==> config.mk <==
export PLATFORM = sky130hd
export DESIGN_NAME = uart_rx_axis_flat
export DESIGN_NICKNAME = d
export VERILOG_FILES = /design/src/rtl/uart_pkg.sv /design/src/rtl/axis_if.sv /design/src/rtl/uart_baud_tick.sv /design/src/rtl/uart_rx_axis.sv /design/src/flat_wrapper.sv
export SDC_FILE = /design/constraint.sdc
export NUM_CORES = 1
export LEC_CHECK = 0
export ABC_CLOCK_PERIOD_IN_PS = 3300
export BUFFER_PORTS_ARGS = -buffer_cell sky130_fd_sc_hd__buf_2
export CAP_MARGIN = 25
export CORE_UTILIZATION = 50
export DETAILED_ROUTE_END_ITERATION = 10
export PLACE_DENSITY_LB_ADDON = 0.2
export SETUP_SLACK_MARGIN = 0.02
export SLEW_MARGIN = 10
export SYNTH_ARGS = -nofsm -noshare
export SYNTH_HDL_FRONTEND = slang
export SYNTH_SLANG_ARGS = --single-unit
==> constraint.sdc <==
create_clock -name aclk -period 3.3 [get_ports aclk]
set_input_delay 0.66 -clock aclk [delete_from_list [all_inputs] [get_ports aclk]]
set_output_delay 0.66 -clock aclk [all_outputs]
set_load 0.02 [all_outputs]
==> src/rtl/uart_pkg.sv <==
// Shared UART definitions: receiver FSM states, default line parameters, bit-timing helper.
package uart_pkg;

  typedef enum logic [2:0] {
    IDLE   = 3'd0,
    START  = 3'd1,
    DATA   = 3'd2,
    PARITY = 3'd3,
    STOP   = 3'd4
  } uart_state_t;

  localparam int UART_AXI_DATA_WIDTH = 32;
  localparam int UART_CLOCK          = 100_000_000;
  localparam int UART_BAUD_RATE      = 115200;
  localparam int UART_DATA_BITS      = 8;
  localparam int UART_STOP_BITS      = 1;
  localparam int UART_PARITY_BITS    = 0;

  function automatic int clks_per_bit(input int clock, input int baud);
    return clock / baud;
  endfunction

endpackage

==> src/rtl/axis_if.sv <==
// AXI-Stream data channel (tdata/tvalid/tready) with source and sink views.
interface axis_if #(
  parameter int DATA_WIDTH = 32
);
  logic [DATA_WIDTH-1:0] tdata;
  logic                  tvalid;
  logic                  tready;

  modport master (output tdata, output tvalid, input tready);
  modport slave  (input tdata, input tvalid, output tready);
endinterface

==> src/rtl/uart_baud_tick.sv <==
// Bit-period counter with a one-cycle strobe at mid-bit; held at zero while clear is high.
// The strobe lands CLKS_PER_BIT/2 cycles after clear drops, then once per bit period.
module uart_baud_tick #(
  parameter int CLKS_PER_BIT = 868
) (
  input  logic aclk,
  input  logic aresetn,
  input  logic clear,
  output logic mid_tick
);
  localparam int CW = (CLKS_PER_BIT > 1) ? $clog2(CLKS_PER_BIT) : 1;
  localparam logic [CW-1:0] LAST = CW'(CLKS_PER_BIT - 1);
  localparam logic [CW-1:0] MID  = CW'(CLKS_PER_BIT / 2);

  logic [CW-1:0] cnt;

  always_ff @(posedge aclk or negedge aresetn) begin
    if (!aresetn) begin
      cnt <= '0;
    end else if (clear || cnt == LAST) begin
      cnt <= '0;
    end else begin
      cnt <= cnt + 1'b1;
    end
  end

  assign mid_tick = !clear && (cnt == MID);

endmodule

==> src/rtl/uart_rx_axis.sv <==
// UART receiver packing characters LSB-first into AXI-Stream words; output is a single holding register.
// A word completing while the held word is stalled is dropped (rx_overrun); a same-cycle handshake frees the slot.
module uart_rx_axis
  import uart_pkg::*;
#(
  parameter int AXI_DATA_WIDTH = UART_AXI_DATA_WIDTH,
  parameter int CLOCK          = UART_CLOCK,
  parameter int BAUD_RATE      = UART_BAUD_RATE,
  parameter int DATA_BITS      = UART_DATA_BITS,
  parameter int STOP_BITS      = UART_STOP_BITS,
  parameter int PARITY_BITS    = UART_PARITY_BITS
) (
  input  logic       aclk,
  input  logic       aresetn,
  input  logic       uart_rx,
  axis_if.master     m_axis,
  output logic       rx_done,
  output logic [1:0] rx_error,
  output logic       rx_overrun
);
  localparam int CLKS_PER_BIT = clks_per_bit(CLOCK, BAUD_RATE);
  localparam int NCHARS       = AXI_DATA_WIDTH / DATA_BITS;
  localparam int IW           = (NCHARS > 1) ? $clog2(NCHARS) : 1;
  localparam logic [IW-1:0] LAST_IDX  = IW'(NCHARS - 1);
  localparam logic [2:0]    LAST_DATA = 3'(DATA_BITS - 1);
  localparam logic [2:0]    LAST_STOP = 3'(STOP_BITS - 1);

  uart_state_t state, next_state;

  logic                      rx_meta, rx_s, rx_prev, fall;
  logic                      tick, baud_clear;
  logic                      data_sample, par_sample, stop_sample, last_stop;
  logic [2:0]                bit_cnt;
  logic [DATA_BITS-1:0]      shift;
  logic                      par_bit, stop_bad;
  logic                      exp_par, par_err, frame_err, char_ok, char_bad, word_done;
  logic [IW-1:0]             char_idx;
  logic [AXI_DATA_WIDTH-1:0] word_buf, word_next, tdata_q;
  logic                      tvalid_q;

  // rx_prev keeps the previous synchronized sample for falling-edge detection.
  always_ff @(posedge aclk or negedge aresetn) begin
    if (!aresetn) begin
      rx_meta <= 1'b1;
      rx_s    <= 1'b1;
      rx_prev <= 1'b1;
    end else begin
      rx_meta <= uart_rx;
      rx_s    <= rx_meta;
      rx_prev <= rx_s;
    end
  end

  assign fall = rx_prev & ~rx_s;

  uart_baud_tick #(.CLKS_PER_BIT(CLKS_PER_BIT)) u_baud (
    .aclk     (aclk),
    .aresetn  (aresetn),
    .clear    (baud_clear),
    .mid_tick (tick)
  );

  always_ff @(posedge aclk or negedge aresetn) begin
    if (!aresetn) state <= IDLE;
    else          state <= next_state;
  end

  always_comb begin
    next_state = state;
    unique case (state)
      IDLE:    if (fall) next_state = START;
      START:   if (tick) next_state = rx_s ? IDLE : DATA;
      DATA:    if (tick && bit_cnt == LAST_DATA) next_state = PARITY;
      PARITY:  if (tick) next_state = STOP;
      STOP:    if (tick && bit_cnt == LAST_STOP) next_state = IDLE;
      default: next_state = IDLE;
    endcase
  end

  always_comb begin
    baud_clear  = (state == IDLE);
    data_sample = (state == DATA) && tick;
    par_sample  = (state == PARITY) && tick;
    stop_sample = (state == STOP) && tick;
    last_stop   = stop_sample && (bit_cnt == LAST_STOP);
  end

  // Character verdict is formed in the final stop-sample cycle using the live stop sample.
  assign exp_par   = (PARITY_BITS == 0) ? ~^shift : ^shift;
  assign par_err   = (par_bit != exp_par);
  assign frame_err = stop_bad | ~rx_s;
  assign char_ok   = last_stop & ~par_err & ~frame_err;
  assign char_bad  = last_stop & (par_err | frame_err);
  assign word_done = char_ok & (char_idx == LAST_IDX);

  always_comb begin
    word_next = word_buf;
    word_next[char_idx*DATA_BITS +: DATA_BITS] = shift;
  end

  always_ff @(posedge aclk or negedge aresetn) begin
    if (!aresetn) begin
      bit_cnt  <= '0;
      shift    <= '0;
      par_bit  <= 1'b0;
      stop_bad <= 1'b0;
      word_buf <= '0;
      char_idx <= '0;
    end else begin
      if (state != next_state)            bit_cnt <= '0;
      else if (data_sample || stop_sample) bit_cnt <= bit_cnt + 1'b1;
      if (data_sample) shift <= {rx_s, shift[DATA_BITS-1:1]};
      if (par_sample) begin
        par_bit  <= rx_s;
        stop_bad <= 1'b0;
      end
      if (stop_sample && !rx_s) stop_bad <= 1'b1;
      if (char_ok) begin
        word_buf <= word_next;
        char_idx <= word_done ? '0 : char_idx + 1'b1;
      end else if (char_bad) begin
        char_idx <= '0;
      end
    end
  end

  // Holding register: a handshake in the completion cycle counts as accept-then-load.
  always_ff @(posedge aclk or negedge aresetn) begin
    if (!aresetn) begin
      tdata_q    <= '0;
      tvalid_q   <= 1'b0;
      rx_done    <= 1'b0;
      rx_error   <= 2'b00;
      rx_overrun <= 1'b0;
    end else begin
      rx_done    <= 1'b0;
      rx_overrun <= 1'b0;
      rx_error   <= last_stop ? {frame_err, par_err} : 2'b00;
      if (word_done && (!tvalid_q || m_axis.tready)) begin
        tdata_q  <= word_next;
        tvalid_q <= 1'b1;
        rx_done  <= 1'b1;
      end else begin
        if (word_done)                   rx_overrun <= 1'b1;
        if (tvalid_q && m_axis.tready)   tvalid_q   <= 1'b0;
      end
    end
  end

  assign m_axis.tdata  = tdata_q;
  assign m_axis.tvalid = tvalid_q;

endmodule
==> src/flat_wrapper.sv <==
// flat-port wrapper written by rule: the top's interface ports become plain ports
module uart_rx_axis_flat import uart_pkg::*;
#(
  parameter int AXI_DATA_WIDTH = UART_AXI_DATA_WIDTH,
  parameter int CLOCK          = UART_CLOCK,
  parameter int BAUD_RATE      = UART_BAUD_RATE,
  parameter int DATA_BITS      = UART_DATA_BITS,
  parameter int STOP_BITS      = UART_STOP_BITS,
  parameter int PARITY_BITS    = UART_PARITY_BITS
)
  (aclk, aresetn, uart_rx, rx_done, rx_error, rx_overrun, m_axis_tdata, m_axis_tvalid, m_axis_tready);
  axis_if m_axis_i ();
  input  logic aclk;
  input  logic aresetn;
  input  logic uart_rx;
  output logic rx_done;
  output logic [1:0] rx_error;
  output logic rx_overrun;
  output wire logic [$bits(m_axis_i.tdata)-1:0] m_axis_tdata;
  output wire logic [$bits(m_axis_i.tvalid)-1:0] m_axis_tvalid;
  input wire logic [$bits(m_axis_i.tready)-1:0] m_axis_tready;
  assign m_axis_tdata = m_axis_i.tdata;
  assign m_axis_tvalid = m_axis_i.tvalid;
  assign m_axis_i.tready = m_axis_tready;
  uart_rx_axis #(.AXI_DATA_WIDTH(AXI_DATA_WIDTH), .CLOCK(CLOCK), .BAUD_RATE(BAUD_RATE), .DATA_BITS(DATA_BITS), .STOP_BITS(STOP_BITS), .PARITY_BITS(PARITY_BITS)) u_core (.aclk(aclk), .aresetn(aresetn), .uart_rx(uart_rx), .m_axis(m_axis_i), .rx_done(rx_done), .rx_error(rx_error), .rx_overrun(rx_overrun));
endmodule
# Word-level counts from Yosys, hierarchy flattened
# Cells that the tools add are included.
[totals] out_inout_bits=37 ramBits=0 ff_bits=100 latch_bits=0 n_memories=0 mem_bits_ro=0 wordCells=87 inputBits=4
[op_classes] n_eq_ne=10 n_div=0 shifts=2 n_lt_le_gt_ge=0 n_reduce_logical=23 n_bitwise=10 addsub=4 n_mux=22 n_mul=0
[ops] op="$neg A5 Y34" count=1
[ops] op="$shift A8 B34 Y32 const A" count=1
[ops] op="$shiftx A8 B34 Y32" count=1
[ops] op="$bwmux W32" count=1
[ops] op="$mux W3" count=7
[ops] op="$pmux W3 S5" count=1
[ops] op="$add A10 B1 Y10 const B" count=1
[ops] op="$eq A10 B10 Y1 const B" count=1
[ops] op="$eq A10 B9 Y1 const B" count=1
[ops] op="$logic_and A1 B1 Y1" count=10
[ops] op="$mux W10" count=1
[ops] op="$mux W2" count=5
[ops] op="$reduce_bool A2 Y1" count=4
[ops] op="$reduce_xnor A8 Y1" count=1
[ops] op="$mux W1" count=7
[ops] op="$eq A3 B2 Y1 const B" count=2
[ops] op="$eq A3 B3 Y1 const B" count=2
[ops] op="$logic_not A3 Y1" count=2
[ops] op="$and A1 B1 Y1" count=5
[ops] op="$add A3 B1 Y3 const B" count=1
[ops] op="$eq A3 B1 Y1 const B" count=1
[ops] op="$logic_not A1 Y1" count=3
[ops] op="$logic_or A1 B1 Y1" count=3
[ops] op="$ne A3 B3 Y1" count=1
[ops] op="other kinds (5)" count=8

# Depth between registers and ports, before layout
# Gate-level depths: netlist (run 1).
[logic_depth] ltp_word=10 depth_mapped=9 mapped_depth_nobuf=7

# Cells and area by module
# From an unflattened synthesis (run 1), not the netlist that was laid out.
[hier_totals] cells_unflattened=429 area_unflattened_um2=4690.7
[modules_own_cells] module="uart_rx_axis" n_inst=1 seq_area_each_um2=2255.9 area_per_inst_um2=4155.2 cells_per_inst=375
[modules_own_cells] module="uart_baud_tick" n_inst=1 seq_area_each_um2=250.2 area_per_inst_um2=535.5 cells_per_inst=54

# Least setup slack after synthesis (run 1)
# Ideal clock, no wire load.
[synth_path] path_type="register -> register" startpoint="reg u_core.u_baud.cnt[2]" endpoint="reg u_core.word_buf[10]" stages_incl_launch_ff=7 synth_period_minus_slack_ns=2.441 arrival_ns=2.316 slack_ns=0.859 required_ns=3.175 cell_sequence="dfrtp_1 -> or3b_1 -> or4_1 -> buf_2 -> nor3_4 -> buf_6 -> mux2_2"
[synth_between] elab_chain_len=6
[synth_rtl] element="from (decl)" line_no="uart_baud_tick.sv:15" source="logic [CW-1:0] cnt;"
[synth_rtl] element="from (signal assigned)" line_no="uart_baud_tick.sv:23" source="cnt <= cnt + 1'b1;"
[synth_rtl] element="$eq A10 B9 Y1" line_no="uart_baud_tick.sv:27" source="assign mid_tick = !clear && (cnt == MID);"
[synth_rtl] element="$logic_and A1 B1 Y1" line_no="uart_baud_tick.sv:27"
[synth_rtl] element="$logic_and A1 B1 Y1" line_no="uart_rx_axis.sv:84" source="stop_sample = (state == STOP) && tick;"
[synth_rtl] element="$logic_and A1 B1 Y1" line_no="uart_rx_axis.sv:85" source="last_stop = stop_sample && (bit_cnt == LAST_STOP);"
[synth_rtl] element="$and A1 B1 Y1 (2 in a row)" line_no="uart_rx_axis.sv:92" source="assign char_ok = last_stop & ~par_err & ~frame_err;"
[synth_rtl] element="to (signal assigned)" line_no="uart_rx_axis.sv:119" source="word_buf <= word_next;"
[synth_rtl] element="to (decl)" line_no="uart_rx_axis.sv:38" source="logic [AXI_DATA_WIDTH-1:0] word_buf, word_next, tdata_q;"
# No other way between the ends.
# A chain may end at the register's enable or synchronous reset.

# Worst setup path in the final report (run 1)
[layout_path] startpoint="reg u_core.u_baud.cnt[2]" endpoint="reg u_core.word_buf[23]"
# The elaborated chain is that of the path after synthesis.

==> qor.txt, run 1 <==
Max Slew Vio Count: 0
f_max: 369 MHz
Crit Path Category: flop to flop
fraction of layout instances using a drive strength above 1: 31.4%
post-synthesis xor/xnor area fraction: 3.49%
Adder-Cell Fraction of Synth Area: 2.70%
Hold Buf Count CTS: 0
GRT overflow: 0
NetSw: 574 uW
number of global-route vias before repair: 2972
ANT cells: 0
CP Max Fanout: 29
GRT Resource Usage Total: 19.3%
post-synthesis simple-gate area fraction: 10.8%
pwr dens: 437 mW/mm^2
Data arrival, critical path: 2.97 ns
met2 Use GR: 28.8%
Layout Nets: 458
post-synthesis compound-gate area fraction: 5.36%
Cell Int Power: 1690 uW
Synth Cell Area: 0.00463 mm^2
drt wl/cell: 14.7 um
maxcap violations: 0
clk_lat worst skew: 0.37 ns
CTS tree: done
power share of the sequential group: 59.1%
flop2flop setup slack: 0.59 ns
share of the synthesized area in the top cell type: 52.5%
final hold vios: 0
minimum clock period: 2.71 ns
DR vias: 2948
LEAKAGE: 0.00255 uW
WP data required: 3.56 ns
mux share of post-synthesis cell area: 18.4%
Via density: 5.29
initial core utilization: 52.3%
CTS max path bufs: 2
final worst-path cycle share: 82.1%
Top Family by Delay on Critical Path: simple AND/OR/NAND/NOR gates
synthesized netlist cell count: 399
Peak VDD IR: 0.227 mV
Critical Path Sink Type: flop
Setup-failing EPs final: 0
total power: 2260 uW
GRT met3 Usage: 3.87%
buffers plus inverters on the worst setup path: 1
CTS clk-pin slew, worst paths: 0.10 ns
Synthesized Nets: 413
WL final: 8200 um
largest family of logic cells by synthesized area: multiplexers
most used routing layer: met2
Die Ht: 98.2 um
Ports: 41
crit start category: flop
syn_area_per_cell: 11.6 um^2
core footprint: 0.00885 mm^2
worst slew pin tran: 0.852 ns
logic gate share of total power: 5.6%
Final Util: 58.4%
clk_skew: 0.0170 ns
antenna violations before repair: 0
area leader, netlist: dfrtp_1
DR DRC count: 0
first-pass GRT wire length: 14500 um
synth top area cells: dfrtp_1 52%, mux2_2 17%, o21ai_0 3.7%
Switching Fraction: 25.4%
sequential-to-total area share from yosys stat: 54.2%
largest net degree at the start of global routing: 52
headroom to the max-slew limit: 42.8%
DRT Pass-1 Iters: 6
worst-path cell chain: or3b_1, or4_1, nor3_4, buf_12, mux2_2
number of post-CTS setup repair buffers: 0
Routed Antenna Nets: 0
final RePlAce weighted congestion: 0.803
Buffers on Ports: 40
GR Util met1: 27.4%
Hold WC Path Type: input pin to async pin
Layout area overhead: 11.7%
clock share of power: 35.3%
setup TNS: 0 ns
Synth Register Bits: 100
Num CTS Buffers: 9
CP max stage cell: or4_1
Max H-tree Level: 3
die width: 98.2 um
Num Clock Sinks: 100
count of cell types in the netlist: 42
crit-path max cell delay: 0.69 ns
drt initial violations: 109
status: finished, final reports clean
RSZ-0062 raised after global routing: false
HPWL Detailed: 5710 um
CTS resizes: 0
Synth Warn #: 0
Fin Hold WS: 0.303 ns
die area: 0.00964 mm^2
clk root buf: clkbuf_8
num rows: 34
[power by group through the flow]
| stage | logic, uW | registers [uW] | clock network, uW |
|---|---|---|---|
| floorplan | 86.4 | 1340 | 0 |
| global placement | 125 | 1350 | 0 |
| detailed placement | 131 | 1360 | 0 |
| CTS | 131 | 1330 | 823 |
| global route | 154 | 1350 | 879 |
| finish | 127 | 1340 | 797 |
[cell type report]
class                      instances  area [um^2]
clock inverter                     7         77.6
fill                             745         3680
inverter                          40          150
tap                              108          135
timing repair buffer              48          285
multi-input combinational        245         1890
sequential                       100         2510
clock buffer                       9          124
[cell usage in the layout (no fill, tap or decap), types with 7 or more instances in the layout]
cell / count
buf_2: 40
clkbuf_8: 9
dfrtp_1: 97
ha_1: 10
inv_1: 40
mux2_2: 71
nand2_1: 40
nand3_1: 7
nor2_1: 20
o21ai_0: 34
xnor2_1: 9
[path summary, 6_finish.rpt]
path                                                 from                         endpoint  depth (start not counted)
min reg2reg                      u_core.rx_meta$_DFF_PN1_            u_core.rx_s$_DFF_PN1_                          0
max in group asynchronous                         aresetn  u_core.word_buf[20]$_DFFE_PN0P_                          2
min in group aclk                u_core.rx_meta$_DFF_PN1_            u_core.rx_s$_DFF_PN1_                          0
max reg2reg                u_core.u_baud.cnt[2]$_DFF_PN0_  u_core.word_buf[23]$_DFFE_PN0P_                          5
min                                               aresetn   u_core.u_baud.cnt[4]$_DFF_PN0_                          1
max                        u_core.u_baud.cnt[2]$_DFF_PN0_  u_core.word_buf[23]$_DFFE_PN0P_                          5
[layer usage]
layer | vias to the layer above | wire length, um | share of wire [%]
met5 | - | 0 | 0
met4 | 0 | 156 | 1.9
met3 | 14 | 279 | 3.4
met2 | 53 | 3680 | 45
met1 | 1451 | 4090 | 50
li1 | 1430 | - | -
[cells by family (layout without fill, tap and decap cells)]
kind of cell | after synthesis | count (layout)
adder cells (fa/ha/maj) | 10 | 10
flip-flops | 100 | 100
multiplexers | 76 | 76
AO/OA/AOI/OAI | 45 | 45
XOR/XNOR | 16 | 16
AND/OR/NAND/NOR | 98 | 98
buffers and inverters | 54 | 104
[Yosys cell counts]
cell type and number:
buf_6 3, buf_2 5, xnor2_1 9, and3_1 2, nor4_4 1, nor3_1 1
dfstp_2 3, xnor3_1 1, a21o_1 1, nand3_1 7, xor2_1 5, nand4b_1 2
nor4b_1 2, nor3b_1 1, o31ai_1 3, a221oi_1 1, ha_1 10, or4_1 2
a31oi_1 1, dfrtp_1 97, nand3b_1 1, mux2_2 71, nor4bb_1 1, nand4_1 2
mux2i_1 3, clkbuf_1 6, nand2b_1 5, mux2_1 2, nor4_1 3, a211oi_1 1
or3_1 1, a21boi_0 2, nor3_4 1, xnor2_2 1, o21ai_0 34, nand2_1 40
and4_1 1, nor2_1 20, nor2b_1 4, or3b_1 1, inv_1 40, a21oi_1 2
[stage by stage]
stage / area [um^2] / std cells / worst slack, ns
after floorplan: 4630 / 399 / 0.859
after global placement: 4960 / 540 / 0.662
after detailed placement: 4960 / 541 / 0.622
after CTS: 5170 / 557 / 0.589
after global routing: 5170 / 557 / 0.438
final: 5170 / 557 / 0.591
[sequential cells by signal (all words and copies together) (netlist names)]
signal and cells:
u_core.shift 8, u_core.rx_s 1, u_core.rx_prev 1, u_core.rx_done 1, u_core.char_idx 2, u_core.stop_bad 1, u_core.m_axis.tvalid 1, u_core.rx_error 2
u_core.rx_meta 1, u_core.state 3, u_core.bit_cnt 3, u_core.u_baud.cnt 10, u_core.rx_overrun 1, u_core.m_axis.tdata 32, u_core.par_bit 1, u_core.word_buf 32
Power figures use the tool's default switching activity.
==> run 2: changes to the inputs <==
--- a/config.mk
+++ b/config.mk
@@ -5,7 +5,7 @@
 export SDC_FILE = /design/constraint.sdc
 export NUM_CORES = 1
 export LEC_CHECK = 0
-export ABC_CLOCK_PERIOD_IN_PS = 3300
+export ABC_CLOCK_PERIOD_IN_PS = 2700
 export BUFFER_PORTS_ARGS = -buffer_cell sky130_fd_sc_hd__buf_2
 export CAP_MARGIN = 25
 export CORE_UTILIZATION = 50
==> constraint.sdc (replaced) <==
create_clock -name aclk -period 2.7 [get_ports aclk]
set_input_delay 0.54 -clock aclk [delete_from_list [all_inputs] [get_ports aclk]]
set_output_delay 0.54 -clock aclk [all_outputs]
set_load 0.02 [all_outputs]
==> run 2 against run 1 <==
Effect of this change:
- clock-buffer cell count increased by 3
- worst setup slack got worse by 0.41 ns
- non-clock buffer count increased by 10
- final area increased by 2.0%
- wire length increased by 4.6%
- sequential share of layout area decreased by 0.94 points
- critical endpoint is now u_core.m_axis.tdata[27]$_DFFE_PN0P_
==> qor.txt, run 2 (synthesis gave the netlist of run 1 again) <==
status: finished, final reports clean
commonest non-fill, non-tap cells in the layout: 97 x dfrtp_1, 71 x mux2_2, 40 x inv_1, 40 x nand2_1, 40 x buf_2
final hold vios: 0
first-pass GRT wire length: 14800 um
Data arrival, critical path: 2.76 ns
flop2flop setup slack: 0.18 ns
Final Util: 59.5%
pwr dens: 518 mW/mm^2
worst slew pin tran: 0.576 ns
Cell Int Power: 2040 uW
num rows: 34
Num Clock Sinks: 100
drt initial violations: 96
Layout Nets: 468
logic gate share of total power: 5.9%
worst-path cell chain: or3b_1, nor4_2, nand3_1, nor4_4, buf_4, mux2_2
Max Slew Vio Count: 0
Peak VDD IR: 0.298 mV
clock share of power: 34.3%
maxcap violations: 0
Buffers on Ports: 40
HPWL Detailed: 6030 um
Routed Antenna Nets: 0
GRT Resource Usage Total: 19.7%
clk_lat worst skew: 0.36 ns
minimum clock period: 2.52 ns
Num CTS Buffers: 9
Hold WC Path Type: input pin to async pin
DR DRC count: 0
CP max stage cell: dfrtp_1
crit start category: flop
die width: 98.2 um
largest net degree at the start of global routing: 41
number of global-route vias before repair: 2938
Via density: 5.25
total power: 2730 uW
crit-path max cell delay: 0.45 ns
CTS clk-pin slew, worst paths: 0.10 ns
NetSw: 692 uW
CTS max path bufs: 2
CP Max Fanout: 11
final RePlAce weighted congestion: 0.785
drt wl/cell: 15.1 um
Crit Path Category: flop to flop
Max H-tree Level: 3
Critical Path Sink Type: flop
buffers plus inverters on the worst setup path: 1
RSZ-0062 raised after global routing: false
WL final: 8580 um
leading cell type in the layout, fill and taps excluded: dfrtp_1
Switching Fraction: 25.4%
DRT Pass-1 Iters: 6
headroom to the max-slew limit: 61.3%
initial core utilization: 52.3%
core footprint: 0.00885 mm^2
ANT cells: 0
f_max: 397 MHz
WP data required: 2.95 ns
antenna violations before repair: 0
DR vias: 2975
number of post-CTS setup repair buffers: 0
setup TNS: 0 ns
Setup-failing EPs final: 0
Layout area overhead: 13.9%
final worst-path cycle share: 93.2%
clk_skew: 0.0123 ns
CTS tree: done
LEAKAGE: 0.00259 uW
Ports: 41
Die Ht: 98.2 um
Top Family by Delay on Critical Path: simple AND/OR/NAND/NOR gates
die area: 0.00964 mm^2
GRT overflow: 0
power share of the sequential group: 59.8%
clk root buf: clkbuf_8
fraction of layout instances using a drive strength above 1: 33.1%
==> run 2: changes by cell type in the layout (fill, tap and decap cells not counted), sizes merged <==
cell      before  now
buf           48   58
inv           44   40
clkbuf         9   12
clkinvlp       0    2
bufinv         1    0
==> run 2: per-stage QoR <==
step	hold WS, ns	std cells	setup WS, ns	cell area [um^2]
floorplan	0.244	399	0.259	4630
global placement	0.352	550	0.221	5060
detailed placement	0.347	551	0.161	5060
CTS	0.163	567	0.140	5260
global route	0.181	567	0.0693	5270
finish	0.143	567	0.183	5270
==> run 2: final cells by class <==
type	count	area [um^2]
fillers	753	3580
flip-flops and latches	100	2510
multi-input cells	245	1890
repair buffers	58	385
clock buffers	12	165
inverters	40	150
well taps	108	135
clock inverters	4	32.5
==> run 2: power groups by stage <==
stage               Combinational [uW]  Sequential, uW  Clock (uW)
floorplan                          106            1640           0
CTS                                165            1630         954
global placement                   157            1660           0
global route                       188            1640        1010
finish                             161            1630         936
detailed placement                 164            1660           0
==> run 2: path summary, 6_finish.rpt <==
kind / startpoint / to / depth (start not counted)
max: u_core.u_baud.cnt[2]$_DFF_PN0_ / u_core.m_axis.tdata[27]$_DFFE_PN0P_ / 6
min: aresetn / u_core.bit_cnt[1]$_DFFE_PN0P_ / 1
max reg2reg: u_core.u_baud.cnt[2]$_DFF_PN0_ / u_core.m_axis.tdata[27]$_DFFE_PN0P_ / 6
min reg2reg: u_core.rx_meta$_DFF_PN1_ / u_core.rx_s$_DFF_PN1_ / 0
max in group asynchronous: aresetn / u_core.rx_prev$_DFF_PN1_ / 2
min in group aclk: uart_rx / u_core.rx_meta$_DFF_PN1_ / 1
==> run 2: what timing repair did <==
action	4_1_cts	5_1_grt
hold buffers	0	0
setup endpoints to repair	0	3
resized for setup	0	1
==> run 2: per-layer routing <==
metal / part of all wire [%] / up-vias / track usage (%)
met4: 0.90 / 0 / 7.92
li1: - / 1451 / -
met5: 0 / - / 0
met1: 50 / 1458 / 28.6
met2: 46 / 62 / 29.6
met3: 3.3 / 4 / 3.08
